File: config.mk
export PLATFORM = sky130hd
export DESIGN_NAME = fetch_stage
export DESIGN_NICKNAME = d
export VERILOG_FILES = /design/src/rtl/fetch_stage.sv
export SDC_FILE = /design/constraint.sdc
export NUM_CORES = 1
export LEC_CHECK = 0
export ABC_AREA = 0
export CAP_MARGIN = 20
export CORE_MARGIN = 4
export CORE_UTILIZATION = 56
export DETAILED_ROUTE_END_ITERATION = 10
export GPL_ROUTABILITY_DRIVEN = 0
export PLACE_DENSITY = 0.85
export SYNTH_ARGS = -nofsm -noshare
export SYNTH_HDL_FRONTEND = slang
export SYNTH_SLANG_ARGS = --single-unit
File: constraint.sdc
create_clock -name clk_i -period 3.5 [get_ports clk_i]
set_input_delay 0.7 -clock clk_i [delete_from_list [all_inputs] [get_ports clk_i]]
set_output_delay 0.7 -clock clk_i [all_outputs]
set_load 0.05 [all_outputs]
File: src/rtl/fetch_stage.sv
// Instruction fetch stage: PC, single-outstanding imem request, and a small
// instruction FIFO towards decode. Define FETCH_STALL_CNT_EN to add stall_cnt_o.
module fetch_stage #(
  parameter logic [31:0] RESET_PC   = 32'h0000_0000,
  parameter int unsigned FIFO_DEPTH = 2
) (
  input  logic        clk_i,
  input  logic        rst_i,
  input  logic        redirect_valid_i,
  input  logic [31:0] redirect_pc_i,
  output logic        imem_req_valid_o,
  input  logic        imem_req_ready_i,
  output logic [31:0] imem_req_addr_o,
  input  logic        imem_resp_valid_i,
  input  logic [31:0] imem_resp_data_i,
  output logic        if_valid_o,
  input  logic        if_ready_i,
  output logic [31:0] if_instruction_o,
  output logic [31:0] if_pc_o
`ifdef FETCH_STALL_CNT_EN
  ,
  output logic [31:0] stall_cnt_o
`endif
);

  localparam int unsigned PTR_W = (FIFO_DEPTH > 1) ? $clog2(FIFO_DEPTH) : 1;
  localparam logic [PTR_W:0]   DEPTH_CNT = (PTR_W+1)'(FIFO_DEPTH);
  localparam logic [PTR_W:0]   CNT_ONE   = (PTR_W+1)'(1);
  localparam logic [PTR_W-1:0] PTR_ONE   = PTR_W'(1);

  typedef enum logic [1:0] {
    ST_REQ,
    ST_WAIT,
    ST_DRAIN
  } state_e;

  state_e            state_q, state_d;
  logic [31:0]       pc_q, pc_d;
  logic [31:0]       req_pc_q, req_pc_d;
  logic [PTR_W-1:0]  wr_ptr_q, wr_ptr_d;
  logic [PTR_W-1:0]  rd_ptr_q, rd_ptr_d;
  logic [PTR_W:0]    count_q, count_d;
  logic [31:0]       fifo_instr_q [FIFO_DEPTH];
  logic [31:0]       fifo_instr_d [FIFO_DEPTH];
  logic [31:0]       fifo_pc_q    [FIFO_DEPTH];
  logic [31:0]       fifo_pc_d    [FIFO_DEPTH];

  logic req_fire;
  logic push;
  logic pop;

  // Request is only offered when a slot is guaranteed for its response.
  assign imem_req_valid_o = (state_q == ST_REQ) && (count_q < DEPTH_CNT) &&
                            !redirect_valid_i && !rst_i;
  assign imem_req_addr_o  = rst_i ? RESET_PC : pc_q;
  assign if_valid_o       = (count_q != '0) && !rst_i;
  assign if_instruction_o = rst_i ? '0 : fifo_instr_q[rd_ptr_q];
  assign if_pc_o          = rst_i ? '0 : fifo_pc_q[rd_ptr_q];

  assign req_fire = imem_req_valid_o && imem_req_ready_i;
  assign pop      = if_valid_o && if_ready_i;

  always_comb begin
    state_d  = state_q;
    pc_d     = pc_q;
    req_pc_d = req_pc_q;
    push     = 1'b0;

    unique case (state_q)
      ST_REQ: begin
        if (req_fire) begin
          req_pc_d = pc_q;
          pc_d     = pc_q + 32'd4;
          state_d  = ST_WAIT;
        end
      end
      ST_WAIT: begin
        if (imem_resp_valid_i) begin
          push    = 1'b1;
          state_d = ST_REQ;
        end
      end
      ST_DRAIN: begin
        if (imem_resp_valid_i) begin
          state_d = ST_REQ;
        end
      end
      default: state_d = ST_REQ;
    endcase

    if (redirect_valid_i) begin
      pc_d = redirect_pc_i & ~32'h3;
      push = 1'b0;
      if (state_q != ST_REQ) begin
        state_d = imem_resp_valid_i ? ST_REQ : ST_DRAIN;
      end
    end
  end

  always_comb begin
    wr_ptr_d     = wr_ptr_q;
    rd_ptr_d     = rd_ptr_q;
    count_d      = count_q;
    fifo_instr_d = fifo_instr_q;
    fifo_pc_d    = fifo_pc_q;

    // Flush leaves the read pointer (and its entry) alone so head outputs hold.
    if (redirect_valid_i) begin
      wr_ptr_d = rd_ptr_q;
      count_d  = '0;
    end else begin
      if (push) begin
        fifo_instr_d[wr_ptr_q] = imem_resp_data_i;
        fifo_pc_d[wr_ptr_q]    = req_pc_q;
        wr_ptr_d               = wr_ptr_q + PTR_ONE;
      end
      if (pop) begin
        rd_ptr_d = rd_ptr_q + PTR_ONE;
      end
      if (push && !pop) begin
        count_d = count_q + CNT_ONE;
      end else if (pop && !push) begin
        count_d = count_q - CNT_ONE;
      end
    end
  end

  always_ff @(posedge clk_i) begin
    if (rst_i) begin
      state_q      <= ST_REQ;
      pc_q         <= RESET_PC;
      req_pc_q     <= '0;
      wr_ptr_q     <= '0;
      rd_ptr_q     <= '0;
      count_q      <= '0;
      fifo_instr_q <= '{default: '0};
      fifo_pc_q    <= '{default: '0};
    end else begin
      state_q      <= state_d;
      pc_q         <= pc_d;
      req_pc_q     <= req_pc_d;
      wr_ptr_q     <= wr_ptr_d;
      rd_ptr_q     <= rd_ptr_d;
      count_q      <= count_d;
      fifo_instr_q <= fifo_instr_d;
      fifo_pc_q    <= fifo_pc_d;
    end
  end

`ifdef FETCH_STALL_CNT_EN
  logic [31:0] stall_cnt_q, stall_cnt_d;

  always_comb begin
    stall_cnt_d = stall_cnt_q;
    if (if_ready_i && !if_valid_o && (stall_cnt_q != '1)) begin
      stall_cnt_d = stall_cnt_q + 32'd1;
    end
  end

  always_ff @(posedge clk_i) begin
    if (rst_i) begin
      stall_cnt_q <= '0;
    end else begin
      stall_cnt_q <= stall_cnt_d;
    end
  end

  assign stall_cnt_o = stall_cnt_q;
`endif

endmodule
==> results.toml, run 1 <==
[routing]
wire_per_inst_um = 15.7
drc_errors = 0
via_per_inst = 5.69
finalWirelength_um = 23100
vias = 8381
drtIter0Drc = 635
drtPass1Iterations = 5
final_antenna_net_count = 0

[synthesis]
ys_ff_latch = 190
yosys-top-cells-area = "dfxtp_1 44%, nand2_1 15%, a21oi_1 9.4%, mux2i_1 7.1%, nor2_1 4.0%"
synth-simple-area-share = 0.286
synth_top_family_by_area = "simple AND/OR/NAND/NOR gates"
synth_flop_cell = "dfxtp_1"
yosysUniqueCellTypes = 57
synthCells = 1154
netlist.area_leader.share = 0.437
ys_seq_area_frac = 0.437
async_reset_ff_frac = 0
muxShareOfSynthArea = 0.0712
synth_area_um2 = 8710
synth_fa_ha_area_frac = 0.00718
synth_compound_area_frac = 0.140
synth_xor_area_frac = 0.0131
synth_edf_count = 0
yosysWarningCount = 0
avgSynthCellArea_um2 = 7.55
synth_top_area_cell = "dfxtp_1"

[critical_path]
path_max_fanout = 19
required_ns = 2.80
worstSetupPathType = "register to primary output"
critPathCaptureType = "primary output"
startpoint_type = "register"
critical_path_arrival_ns = 2.34

[clocking]
ctsHoldBuffers = 0
cts_num_sinks = 190
cts_setup_buffers = 0
clockRootBuffer = "clkbuf_16"
cts_tree = "built"
cts_resized = 0
cts.clk_slew.worst_paths_ns = 0.07
insertion_delay_ns = 0.43
cts_buffers = 17
cts_max_level = 4
clk_path_buf_depth = 2

[sta]
fin_crit_ns = 3.04
worst_slack_ns = 0.463
tightest_slew_ns = 0.719
clock.fmax_ghz = 0.329
maxSlewViolCount = 0
hold_viol = 0
post-route-period-util = 0.868
fin_skew_ns = 0.00724
setup_viol = 0
rsz0062_at_grt = "no"
maxSlewHeadroom = 0.521
finalSetupTns_ns = 0

[run]
maxCapViolations = 0

[die]
initial_core_util = 0.573
core_um2 = 15200
boundaryPins = 168
dieWidth_um = 133
die_h_um = 133
dieArea_um2 = 17600
num_rows = 45

[final_layout]
final_core_util = 0.738
layout_commonest_cell = "nand2_1"
final_layout_size_suffix_gt1_frac = 0.0685
antennaDiodeCount = 0
layout_common_cells = "346 x nand2_1, 189 x dfxtp_1, 164 x a21oi_1, 148 x clkdlybuf4s50_1, 93 x nor2_1"
fin_nets = 1346
fill_cells = 1176
stdcell_count = 1472
fin_area_um2 = 11200
syn_to_final_growth_pct = 28.8

[placement]
placed_cells = 1440
io_buffers = 161
dpl.hpwl_um = 15200
placed_area_um2 = 10500
pre_cts_slack_ns = 0.585

[global_route]
overflow = 0
antenna_found_initial = 0
grt_pass1_vias = 7695
grt_pass1_wl_um = 37600
grt_use_total = 0.254
grt_max_degree = 63

[run_status]
status = "complete, no violations"

[hold_path]
hold_class = "register to register"

[power]
power_density_nw_per_um2 = 436
static-leakage-power_nw = 3.67
ir_drop_uv = 376
[worst max-delay path, cell delays in order, from the launching register on]
cell and delay [ns]:
dfxtp_4 0.58, buf_4 0.27, mux2i_1 0.11, nor2_1 0.11, clkdlybuf4s50_1 0.83
[layout make-up]
class	count	area [µm²]	area share
Tap cell	188	235	0.0210
Sequential cell	190	3810	0.339
Inverter	7	26.3	0.00234
Multi-Input combinational cell	867	4540	0.404
Clock buffer	18	439	0.0391
Timing Repair Buffer	188	1930	0.172
Clock inverter	14	249	0.0222
[metrics by stage]
stage          total power, mW  hold slack, ns
5_1_grt                   5.03           0.472
2_1_floorplan             2.52           0.436
4_1_cts                   4.91           0.455
3_5_place_dp              2.71           0.446
3_3_place_gp              2.70           0.441
6_report                  4.89           0.453
[state kept, by name, indices dropped and copies added (netlist names)]
name / flops
fifo_instr_q: 64
req_pc_q: 30
rd_ptr_q: 1
pc_q: 30
count_q: 2
fifo_pc_q: 60
wr_ptr_q: 1
state_q: 2
[cells by family (layout without fill, tap and decap cells)]
| family | Yosys count | count (layout) |
|---|---|---|
| multiplexers | 62 | 62 |
| AO/OA/AOI/OAI | 216 | 216 |
| adder cells (fa/ha/maj) | 5 | 5 |
| XOR/XNOR | 13 | 13 |
| AND/OR/NAND/NOR | 567 | 567 |
| buffers and inverters | 100 | 227 |
| flip-flops | 190 | 190 |
| other | 1 | 4 |
[per-layer routing]
| layer | routed length, µm | up-vias | GRT usage | share of wire |
|---|---|---|---|---|
| met5 | 0 | - | 0 | 0 |
| met4 | 450 | 0 | 0.0860 | 0.020 |
| met3 | 1570 | 41 | 0.0414 | 0.068 |
| met2 | 10900 | 347 | 0.412 | 0.47 |
| met1 | 10200 | 3871 | 0.345 | 0.44 |
| li1 | - | 4122 | - | - |
[worst paths after layout]
path	startpoint	to	slack [ns]	cells past startpoint
setup reg to reg	state_q[1]	pc_q[15]	1.36	6
setup / recovery	rd_ptr_q	if_pc_o[10]	0.46	4
hold reg to reg	fifo_instr_q[60]	fifo_instr_q[60]	0.45	2
hold / removal	fifo_instr_q[60]	fifo_instr_q[60]	0.45	2
[cells in the mapped netlist, types with 5 or more instances]
library cell,instances
nand2_1,347
dfxtp_1,190
a21oi_1,164
nor2_1,94
clkbuf_1,71
mux2i_1,62
nor2b_1,30
nand4_1,23
buf_1,12
a31oi_1,11
nand3_1,11
a211oi_1,9
nor3_1,9
xor2_1,9
and3_1,8
and2_1,7
and4_1,6
buf_2,6
inv_1,6
ha_1,5
o311ai_0,5
or4_1,5
[power by group]
part	total, mW	internal (mW)	switching, mW
logic	0.418	0.176	0.242
clock network	2.23	1.38	0.849
registers	2.25	2.20	0.0558
Power figures use the tool's default switching activity.
==> run 2, diff against run 1 <==
--- a/config.mk
+++ b/config.mk
@@ -12,6 +12,7 @@
 export DETAILED_ROUTE_END_ITERATION = 10
 export GPL_ROUTABILITY_DRIVEN = 0
 export PLACE_DENSITY = 0.85
+export SLEW_MARGIN = 20
 export SYNTH_ARGS = -nofsm -noshare
 export SYNTH_HDL_FRONTEND = slang
 export SYNTH_SLANG_ARGS = --single-unit
==> results of run 2 <==
No change in the layout: final DEF, timing and power equal those of run 1.
==> run 3, diff against run 2 <==
--- a/config.mk
+++ b/config.mk
@@ -8,11 +8,11 @@
 export ABC_AREA = 0
 export CAP_MARGIN = 20
 export CORE_MARGIN = 4
-export CORE_UTILIZATION = 56
+export CORE_UTILIZATION = 47
 export DETAILED_ROUTE_END_ITERATION = 10
 export GPL_ROUTABILITY_DRIVEN = 0
-export PLACE_DENSITY = 0.85
-export SLEW_MARGIN = 20
+export PLACE_DENSITY = 0.76
+export SLEW_MARGIN = 10
 export SYNTH_ARGS = -nofsm -noshare
 export SYNTH_HDL_FRONTEND = slang
 export SYNTH_SLANG_ARGS = --single-unit
==> constraint.sdc (replaced) <==
create_clock -name clk_i -period 2.5 [get_ports clk_i]
set_input_delay 0.5 -clock clk_i [delete_from_list [all_inputs] [get_ports clk_i]]
set_output_delay 0.5 -clock clk_i [all_outputs]
set_load 0.05 [all_outputs]
==> results.toml, run 3 (synthesized netlist as in run 1, its figures left out) <==
[run_status]
status = "complete, no violations"

[sta]
rsz0062_at_grt = "no"
worst_slack_ns = 0.166
hold_viol = 0
maxSlewViolCount = 0
tightest_slew_ns = 0.721
fin_crit_ns = 2.33
fin_skew_ns = 0.00853
clock.fmax_ghz = 0.428
maxSlewHeadroom = 0.516
setup_viol = 0
post-route-period-util = 0.934

[clocking]
cts.clk_slew.worst_paths_ns = 0.06
insertion_delay_ns = 0.42
cts_buffers = 17
clk_path_buf_depth = 2
cts_tree = "built"
cts_setup_buffers = 0
cts_num_sinks = 190
cts_resized = 0
ctsHoldBuffers = 0
cts_max_level = 4
clockRootBuffer = "clkbuf_16"

[routing]
wl_met2_um = 11000
drtPass1Iterations = 5
final_antenna_net_count = 0
via_per_inst = 5.44
dr.max_layer_used = "met4"
wire_per_inst_um = 15.5
finalWirelength_um = 23700
drc_errors = 0
dr_wl_met3_um = 1700
wl_met1_um = 10600
drtIter0Drc = 536
vias = 8307

[hold_path]
hold_class = "register to register"
holdPathStages = 2

[final_layout]
stdcell_count = 1526
antennaDiodeCount = 0
layout_common_cells = "346 x nand2_1, 189 x dfxtp_1, 164 x a21oi_1, 98 x buf_4, 92 x nor2_1"
fin_area_um2 = 11400
final_core_util = 0.631
final_layout_size_suffix_gt1_frac = 0.142
layout_commonest_cell = "nand2_1"
largest_register = "fifo_instr_q"
largestRegisters = "fifo_instr_q (64), fifo_pc_q (60)"
syn_to_final_growth_pct = 31.0
fin_nets = 1359
fill_cells = 1564
largest_register_ffs = 64

[global_route]
grt_use_total = 0.224
grt_max_degree = 68
grt_pass1_wl_um = 37900
grt_pass1_vias = 7588
overflow = 0
antenna_found_initial = 0

[critical_path]
crit_cells = 4
crit_family = "buffers and inverters"
path_cells = "clkdlybuf4s50_1 > or2_2 > nor3_2 > buf_12"
worstSetupPathType = "primary input to primary output"
startpoint_type = "primary input"
path_buf_inv = 2
cpMaxStageDelayCell = "clkdlybuf4s50_1"
slowest_delay_ns = 0.50
required_ns = 2.00
path_max_fanout = 7
critical_path_arrival_ns = 1.83
r2r_cells = 4
critPathCaptureType = "primary output"

[run]
maxCapViolations = 0

[die]
dieWidth_um = 144
num_rows = 49
initial_core_util = 0.482
dieArea_um2 = 20800
die_h_um = 144
core_um2 = 18100
boundaryPins = 168

[placement]
pre_cts_slack_ns = 0.0885
placed_cells = 1494
dpl.hpwl_um = 15900
placed_area_um2 = 10800
io_buffers = 161

[power]
static-leakage-power_nw = 3.93
ir_drop_uv = 526
power_density_nw_per_um2 = 578
power.total_mw = 6.60
run 3: worst register-to-register path, delay by kind of cell, from the launching register on:
kind / cells / cell delay [ns]
and+or+nand+nor: 3 / 1.26
AOI/OAI and AO/OA: 1 / 0.29
DFF: 1 / 0.47
run 3: per-layer routing:
layer	vias up	track usage
met5	-	0
met4	0	0.0722
met3	40	0.0499
met2	298	0.360
met1	3834	0.301
li1	4135	-
run 3: metrics by stage:
step,hold slack (ns),TNS (ns)
2_1_floorplan,0.436,-0.0225
3_3_place_gp,0.440,0
3_5_place_dp,0.446,0
4_1_cts,0.443,0
5_1_grt,0.467,0
6_report,0.451,0
run 3: where the power goes:
group	internal, mW	switching (mW)
Sequential	3.07	0.0744
Combinational	0.284	0.356
Clock	1.63	1.19
Total	4.98	1.62
run 3: final cells by class:
cell class              count  area, µm²  area share
clock inverters            10        125      0.0110
inverters                   7       26.3     0.00230
clock buffers              22        495      0.0434
flip-flops and latches    190       3810       0.334
well taps                 229        287      0.0251
repair buffers            201       2130       0.187
multi-input cells         867       4540       0.398
run 3: path summary, 6_finish.rpt:
check / to / slack, ns / start
max reg2reg: pc_q[23] / 0.40 / pc_q[4]
min: fifo_instr_q[26] / 0.45 / fifo_instr_q[26]
max: imem_req_valid_o / 0.17 / redirect_valid_i
min reg2reg: fifo_instr_q[26] / 0.45 / fifo_instr_q[26]
